## config.mk

```make
export PLATFORM = sky130hd
export DESIGN_NAME = rr_sched64
export DESIGN_NICKNAME = d
export VERILOG_FILES = /design/src/rtl/rr_sched64.sv
export SDC_FILE = /design/constraint.sdc
export NUM_CORES = 1
export LEC_CHECK = 0
export CAP_MARGIN = 0
export CELL_PAD_IN_SITES_DETAIL_PLACEMENT = 1
export CELL_PAD_IN_SITES_GLOBAL_PLACEMENT = 1
export CORE_AREA = 5 5 165 167
export DETAILED_ROUTE_END_ITERATION = 10
export DIE_AREA = 0 0 170 172
export GPL_ROUTABILITY_DRIVEN = 1
export PLACE_DENSITY_LB_ADDON = 0.1
export SLEW_MARGIN = 10
export SYNTH_ARGS = -nofsm -noshare
export SYNTH_HDL_FRONTEND = slang
export SYNTH_SLANG_ARGS = --single-unit
```

## constraint.sdc

```tcl
create_clock -name clk_i -period 6.41 [get_ports clk_i]
set_clock_uncertainty 0.05 [all_clocks]
set_input_delay 1.282 -clock clk_i [delete_from_list [all_inputs] [get_ports clk_i]]
set_output_delay 1.282 -clock clk_i [all_outputs]
set_load 0.05 [all_outputs]
```

## src/rtl/rr_sched64.sv

```systemverilog
// rr_sched64 -- round-robin scheduler sharing one 6-bit select among 64
// requesters.
//
// The registered grant index feeds the A input of an external 6-to-64
// decoder, and gnt_valid_o feeds its enable. A grant is held until its
// requester drops the request, the enable drops, or the hold limit expires.
// Every grant is followed by a mandatory one-cycle gap, so the decoder never
// switches directly from one live index to another.
//
// Parameters:
//   MAX_HOLD  maximum cycles one grant may stay asserted (1..255)
//   CNT_W     hold counter width, 2**CNT_W > MAX_HOLD
//
// Ports:
//   clk_i         rising-edge clock
//   rst_i         synchronous reset, active-high
//   en_i          scheduler enable; low blocks new grants and ends the current one
//   req_i[63:0]   level-sensitive request vector
//   gnt_valid_o   a grant is active (registered)
//   gnt_idx_o     index of the granted requester (registered; stale when not valid)
//   gnt_onehot_o  1 << gnt_idx_o while valid, else zero (registered)
//   hold_cnt_o    cycles elapsed in the current grant, 0-based (registered)

module rr_sched64 #(
    parameter int MAX_HOLD = 16,
    parameter int CNT_W    = 8
) (
    input  logic             clk_i,
    input  logic             rst_i,
    input  logic             en_i,
    input  logic [63:0]      req_i,
    output logic             gnt_valid_o,
    output logic [5:0]       gnt_idx_o,
    output logic [63:0]      gnt_onehot_o,
    output logic [CNT_W-1:0] hold_cnt_o
);

    typedef enum logic [1:0] {
        IDLE  = 2'd0,
        GRANT = 2'd1,
        GAP   = 2'd2
    } state_t;

    state_t           state_q, state_d;
    logic [5:0]       ptr_q, ptr_d;
    logic             valid_q, valid_d;
    logic [5:0]       idx_q, idx_d;
    logic [63:0]      onehot_q, onehot_d;
    logic [CNT_W-1:0] cnt_q, cnt_d;

    logic [63:0]      req_rot;
    logic [5:0]       win_off;
    logic [5:0]       winner;
    logic             hold_last;
    logic             terminate;

    // Rotate the request vector so that bit 0 corresponds to ptr_q; the lowest
    // set bit of the rotated vector is then the round-robin winner, offset
    // from ptr_q. The 6-bit add wraps modulo 64 for free.
    always_comb begin
        req_rot = 64'(({req_i, req_i} >> ptr_q));
        win_off = 6'd0;
        for (int i = 63; i >= 0; i--) begin
            if (req_rot[i]) begin
                win_off = 6'(i);
            end
        end
        winner = ptr_q + win_off;
    end

    assign hold_last = (cnt_q == CNT_W'(MAX_HOLD - 1));
    assign terminate = !en_i || !req_i[idx_q] || hold_last;

    always_comb begin
        state_d  = state_q;
        ptr_d    = ptr_q;
        valid_d  = valid_q;
        idx_d    = idx_q;
        onehot_d = onehot_q;
        cnt_d    = cnt_q;
        case (state_q)
            IDLE: begin
                if (en_i && (req_i != 64'd0)) begin
                    state_d  = GRANT;
                    valid_d  = 1'b1;
                    idx_d    = winner;
                    onehot_d = 64'd1 << winner;
                    cnt_d    = '0;
                end
            end
            GRANT: begin
                if (terminate) begin
                    // idx_q is deliberately left alone: it is don't-care while
                    // not valid and holding it keeps the decoder A input quiet.
                    state_d  = GAP;
                    valid_d  = 1'b0;
                    onehot_d = 64'd0;
                    cnt_d    = '0;
                    ptr_d    = idx_q + 6'd1;
                end else begin
                    cnt_d = cnt_q + CNT_W'(1);
                end
            end
            GAP: begin
                state_d = IDLE;
            end
            default: begin
                state_d  = IDLE;
                valid_d  = 1'b0;
                onehot_d = 64'd0;
                cnt_d    = '0;
            end
        endcase
    end

    always_ff @(posedge clk_i) begin
        if (rst_i) begin
            state_q  <= IDLE;
            ptr_q    <= 6'd0;
            valid_q  <= 1'b0;
            idx_q    <= 6'd0;
            onehot_q <= 64'd0;
            cnt_q    <= '0;
        end else begin
            state_q  <= state_d;
            ptr_q    <= ptr_d;
            valid_q  <= valid_d;
            idx_q    <= idx_d;
            onehot_q <= onehot_d;
            cnt_q    <= cnt_d;
        end
    end

    assign gnt_valid_o  = valid_q;
    assign gnt_idx_o    = idx_q;
    assign gnt_onehot_o = onehot_q;
    assign hold_cnt_o   = cnt_q;

endmodule

```

==> results.toml <==
[outcome]
status = "finished with violations"
failed_checks = "setup timing"

[route]
routed_wl_mm = 58.50
dr_total_vias = 13198
via_per_inst = 7.169
wire_per_inst_um = 31.78
drcViolationCount = 0
dr.pass1.iters = 6
drt-initial-drc-count = 1699
drtAntennaViolNets = 0

[sta]
setup_violations = 5
fin_ws_ns = -0.09371
layout_min_cycle_time_ns = 6.504
worst_pin_slew_ns = 1.025
whs_ns = 0.4000
hold_viol = 0
relSlewSlack_pct = 30.76
max_freq_ghz = 0.1538
slew_viol_final = 0
post-route-period-util_pct = 101.5

[yosys]
syn_avg_cell_area_um2 = 10.50
synth_nets = 1170
synth_compound_area_share_pct = 13.31
synthAdderAreaFrac_pct = 0.9357
ys_ff_latch = 87
synth-main-ff-cell = "dfxtp_1"
yosys_warnings = 0
synth.distinct_cells = 76
synth_edf_count = 0
seq_area_frac_synth_pct = 15.15
async_flop_share_pct = 0
yosys.area.top_type = "mux4_2"
syn_area_mm2 = 0.01150
netlist_top_cells_area = "mux4_2, dfxtp_1, mux2i_1"
netlist_instances = 1095
synth-xor-area-share_pct = 1.066
synthMuxAreaShare_pct = 51.87
synth_top_cell_area_share_pct = 40.34
synth_top_family_by_area = "multiplexers"
synth-simple-area-share_pct = 13.34

[grt]
grt_pass1_vias = 13411
grt_start_max_net_pins = 65
antenna_found_initial = 1
grt_first_pass_wirelength_mm = 85.14
grt.total_usage_pct = 38.28
grt-ovfl-total = 0

[finish]
fillCellCount = 2718
diodes = 0
num-nets-final = 1576
area_growth_pct = 43.42
multi_input_area_mm2 = 0.009733
seqCellArea_mm2 = 0.001757
utilization_pct = 64.39
drive_gt1_share_pct = 47.61

[min_path]
min-delay-start = "gnt_onehot_o[14]$_SDFFE_PP0P_"
hold_end = "gnt_onehot_o[14]$_SDFFE_PP0P_"
hold_path.class = "register to register"
whs_path_depth = 2

[worst_setup_path]
rrSetupSlack_ns = 0.22
slowest_stage = "mux4_2"
r2r-start = "ptr_q[0]$_SDFFE_PP0P_"
end_kind = "register"
criticalPathCategory = "input port to register"
slowest_delay_ns = 0.52
start_kind = "input port"
crit_path_frequent_cell = "buf_4"
reg2regPathDepth = 23
r2r_end = "gnt_onehot_o[53]$_SDFFE_PP0P_"
cp_data_arrival_time_ns = 6.70
path_cells = "clkdlybuf4s50_1 > buf_4 > buf_4 > mux4_2 > mux4_2 > mux2_4 > buf_4 > mux2i_4 > and3_4 > and4b_1 > a211oi_2 > o22ai_2 > ha_2 > inv_1 > fa_2 > inv_1 > a21o_1 > a21oi_2 > xnor2_2 > nand2_1 > nor2_1 > mux2i_1 > buf_4 > o21ai_0"
critPathMaxFanout = 15
worstPathRequired_ns = 6.60

[floorplanning]
chipWidth_um = 170
dieArea_mm2 = 0.02924
core_mm2 = 0.02562
start_util_pct = 44.89
io_pins = 146
die_h_um = 172
rows = 59

[clock_network]
clk_latency_ns = 0.34
clock_sinks = 87
clk_pin_slew_ns = 0.07
cts_made_buffers = 9
cts_buffer_depth = 2
cts_root_buf = "clkbuf_16"
cts_tree = "built"
htreeDepth = 3

[placed_design]
hpwlAfterDp_mm = 44.97
preCtsSetupSlack_ns = -0.6392
port_buffers = 145
place_congestion = 1.081

[pwr]
power_w = 0.003867
ir_drop_v = 0.0001562
leakage_nw = 6.071
p_per_area_mw_per_mm2 = 234.4

[flow_run]
max-cap-violations = 0
==> flip-flops by register name, summed over array words and instances, names as in the netlist <==
signal and flops:
gnt_idx_o 6, gnt_onehot_o 64, gnt_valid_o 1, hold_cnt_o 8
ptr_q 6, state_q 2
==> through the flow <==
| step | std cells | setup TNS (ns) | area (µm²) |
|---|---|---|---|
| 6_report | 1841 | -0.1464 | 16490 |
| 5_1_grt | 1841 | -3.617 | 16490 |
| 3_5_place_dp | 1802 | -33.25 | 15470 |
| 3_3_place_gp | 1802 | -24.65 | 15470 |
| 4_1_cts | 1820 | 0 | 15890 |
| 2_1_floorplan | 1095 | 0 | 11500 |
==> final cells by class <==
type	instances	area share (%)
timing repair buffer	491	25.51
multi-input combinational	893	59.01
clock buffer	9	1.365
tap	335	2.541
clock inverter	7	0.4855
sequential	87	10.65
inverter	19	0.4324
==> where the power goes <==
group          internal (W)  total [W]  switching (W)
clock network      0.000276   0.000528       0.000252
registers          0.000559   0.000614      0.0000546
logic               0.00129    0.00272        0.00144
==> cell usage after synthesis (6+ instances only) <==
cell / number
and3_1: 11
dfxtp_1: 87
nand2b_1: 10
nor3_1: 14
o221ai_1: 6
ha_1: 7
a21oi_1: 18
a211oi_1: 12
xnor2_1: 11
mux4_2: 206
nor2_1: 48
nor2b_1: 12
a22oi_1: 10
clkbuf_1: 49
o21ai_1: 38
o21ai_0: 41
buf_4: 9
inv_1: 15
buf_2: 21
nand4_1: 9
o211ai_1: 13
nor4_1: 23
a21boi_0: 7
and2_1: 16
buf_1: 16
nand2_1: 128
a22o_1: 6
mux2_2: 43
o22ai_1: 7
a31oi_1: 8
nand3_1: 21
mux2i_1: 84
==> placed cells by master, fill, tap and decap left out, types with 6 or more instances in the layout <==
cell type	n
a211oi_1	8
a21oi_1	10
a31oi_1	6
and2_1	16
and3_1	10
buf_12	6
buf_4	318
buf_6	17
clkbuf_16	9
clkdlybuf4s50_1	106
dfxtp_1	81
dlygate4sd2_1	20
dlymetal6s2s_1	19
inv_1	15
mux2_2	40
mux2i_1	68
mux2i_2	12
mux4_2	206
nand2_1	128
nand2b_1	10
nand3_1	20
nand4_1	9
nor2_1	44
nor2b_1	11
nor3_1	11
nor4_1	20
o211ai_1	13
o21ai_0	24
o21ai_1	48
o21ai_2	7
o221ai_2	6
o22ai_1	6
xnor2_1	9
==> how the worst max path moves through the flow <==
stage / from / endpoint / slack (ns)
final: req_i[28] / gnt_onehot_o[53]$_SDFFE_PP0P_ / -0.09
after global routing: req_i[29] / gnt_onehot_o[53]$_SDFFE_PP0P_ / -0.16
after CTS: req_i[25] / gnt_onehot_o[63]$_SDFFE_PP0P_ / 0.001
after detailed placement: req_i[11] / gnt_onehot_o[63]$_SDFFE_PP0P_ / -0.64
after global placement: req_i[11] / gnt_onehot_o[63]$_SDFFE_PP0P_ / -0.50
after floorplan: req_i[48] / gnt_onehot_o[12]$_SDFFE_PP0P_ / 0.59
==> critical path: cells and delay by family <==
kind	cells	cell delay, ns
fa+ha+maj	2	0.58
buf+inv	7	1.29
simple gates	4	0.80
compound gates	5	0.74
xor+xnor	1	0.34
mux	5	1.66
==> logic make-up after synthesis <==
family | after synthesis
XOR/XNOR | 14
multiplexers | 333
adder cells (fa/ha/maj) | 8
buffers and inverters | 115
AND/OR/NAND/NOR | 316
flip-flops | 87
AO/OA/AOI/OAI | 222
==> timing repair <==
item | 4_1_cts | 5_1_grt
cloned | 1 | 4
setup buffers | 1 | 18
resized for setup | 49 | 126
pin swaps | 3 | 30
hold buffers | 0 | 0
hold endpoints to repair | 0 | 0
endpoints found under the setup margin | 65 | 65
==> layer usage <==
metal	GRT usage, %	part of all wire (%)
met1	49.17	36
met5	0	0.012
met4	19.27	7.9
met2	62.28	45
met3	7.362	10
(Power assumes the default switching activity.)
==> RTL edit: new RTL, same settings <==
`CNT_W`: 8 -> 10.
--- a/src/rtl/rr_sched64.sv
+++ b/src/rtl/rr_sched64.sv
@@ -23,7 +23,7 @@
 
 module rr_sched64 #(
     parameter int MAX_HOLD = 16,
-    parameter int CNT_W    = 8
+    parameter int CNT_W    = 10
 ) (
     input  logic             clk_i,
     input  logic             rst_i,
Interface: changed (resized hold_cnt_o); port bits go from 146 to 148. The function was not compared with the original's and may differ.
==> RTL edit against the original RTL <==
Synthesized area rose by 13%. The run now fails in 5_1_grt.
==> RTL edit: results (changes against the original RTL) <==
OUTCOME='did not finish'  # was complete, but fails checks
LAST-STAGE-REACHED='5_1_grt'
ERROR='[ERROR GRT-0116] Global routing finished with congestion. Check the congestion regions in the DRC Viewer.'
POST_SYNTH_NUM_CELL_TYPES=89  # was 76
YS_WARN_COUNT=0  # unchanged
YOSYSSEQAREASHARE_PCT=13.7  # was 15.1%
VIA_COUNT_OF_THE_FIRST_GLOBAL_ROUTING_PASS=21200
SYNTHMUXAREASHARE_PCT=48.4  # was 51.9%
SYNTH_COMPOUND_AREA_SHARE_PCT=14.9  # was 13.3%
GRT_MAX_DEGREE=70
GRT_FIRST_PASS_WIRELENGTH_UM=154000
CTS_H_TREE_DEPTH=3  # unchanged
CLKSINKCOUNT=89  # was 87
DETAILED_PLACE_HPWL_UM=56800  # was 45,000 um
ROUTABILITY_DRIVEN_PLACEMENT_CONGESTION_RATIO=1.09  # was 1.08
CTSROOTBUFFERMASTER='clkbuf_16'  # unchanged
DP_WORST_SETUP_SLACK_NS=-0.920  # was -0.639 ns
CLOCK_TREE.BUFFER_DEPTH=2  # unchanged
GR-USAGE-ALL-LAYERS_PCT=71.8
SYNTH.TOP_CELLS.BY_COUNT='190 x mux4_2, 137 x nand2_1, 95 x mux2i_1, 91 x clkbuf_1, 89 x dfxtp_1'  # was 206 x mux4_2, 128 x nand2_1, 87 x dfxtp_1, 84 x mux2i_1, 49 x clkbuf_1
YOSYS.AREA_SHARE.ADDER_PCT=0.830  # was 0.936%
YOSYS-TOP-CELLS-AREA='mux4_2 33%, dfxtp_1 14%, mux2i_1 7.3%, mux2_2 6.4%, nand2_1 4.0%'  # was mux4_2 40%, dfxtp_1 15%, mux2i_1 7.3%, mux2_2 4.2%, nand2_1 4.2%
SYNTH_XOR_XNOR_AREA_SHARE_PCT=1.34  # was 1.07%
PORTBUFFERS=147  # was 145
SYNTH_NETS=1394  # was 1,170
NUMBER_OF_BUFFERS_ADDED_BY_THE_CLOCK_TREE_SYNTHESIS_STEP=9  # unchanged
OVERFLOW=169
DOMINANTREGCELLSYNTH='dfxtp_1'  # unchanged
POSTSYNTH.ASYNCRESETSHARE_PCT=0  # unchanged
RTL edit: kinds of logic after synthesis:
family | after synthesis
AOI/OAI and AO/OA | 277
and+or+nand+nor | 376
DFF | 89
xor gates and xnor gates | 19
adders and majority gates | 8
muxes | 377
buffers and inverters | 173
RTL edit: through the flow:
stage	hold WS, ns	instances	setup TNS, ns	area, um2	utilization (%)
detailed placement	0.391	2043	-55.57	17300	67.5
floorplan	0.452	1319	0	13000	-
CTS	0.407	2095	0	18400	71.7
global placement	0.385	2043	-43.26	17300	67.5
RTL edit: what timing repair did:
item,in CTS
endpoints found under the setup margin,68
resized for setup,194
pin swaps,23
setup buffers,32
cloned,5
hold buffers,0
RTL edit: per-layer routing:
metal | overflow | global-route usage (%)
met1 | 3 | 69.2
met2 | 79 | 91.3
met3 | 7 | 53.6
met4 | 78 | 76.3
met5 | 2 | 25.1
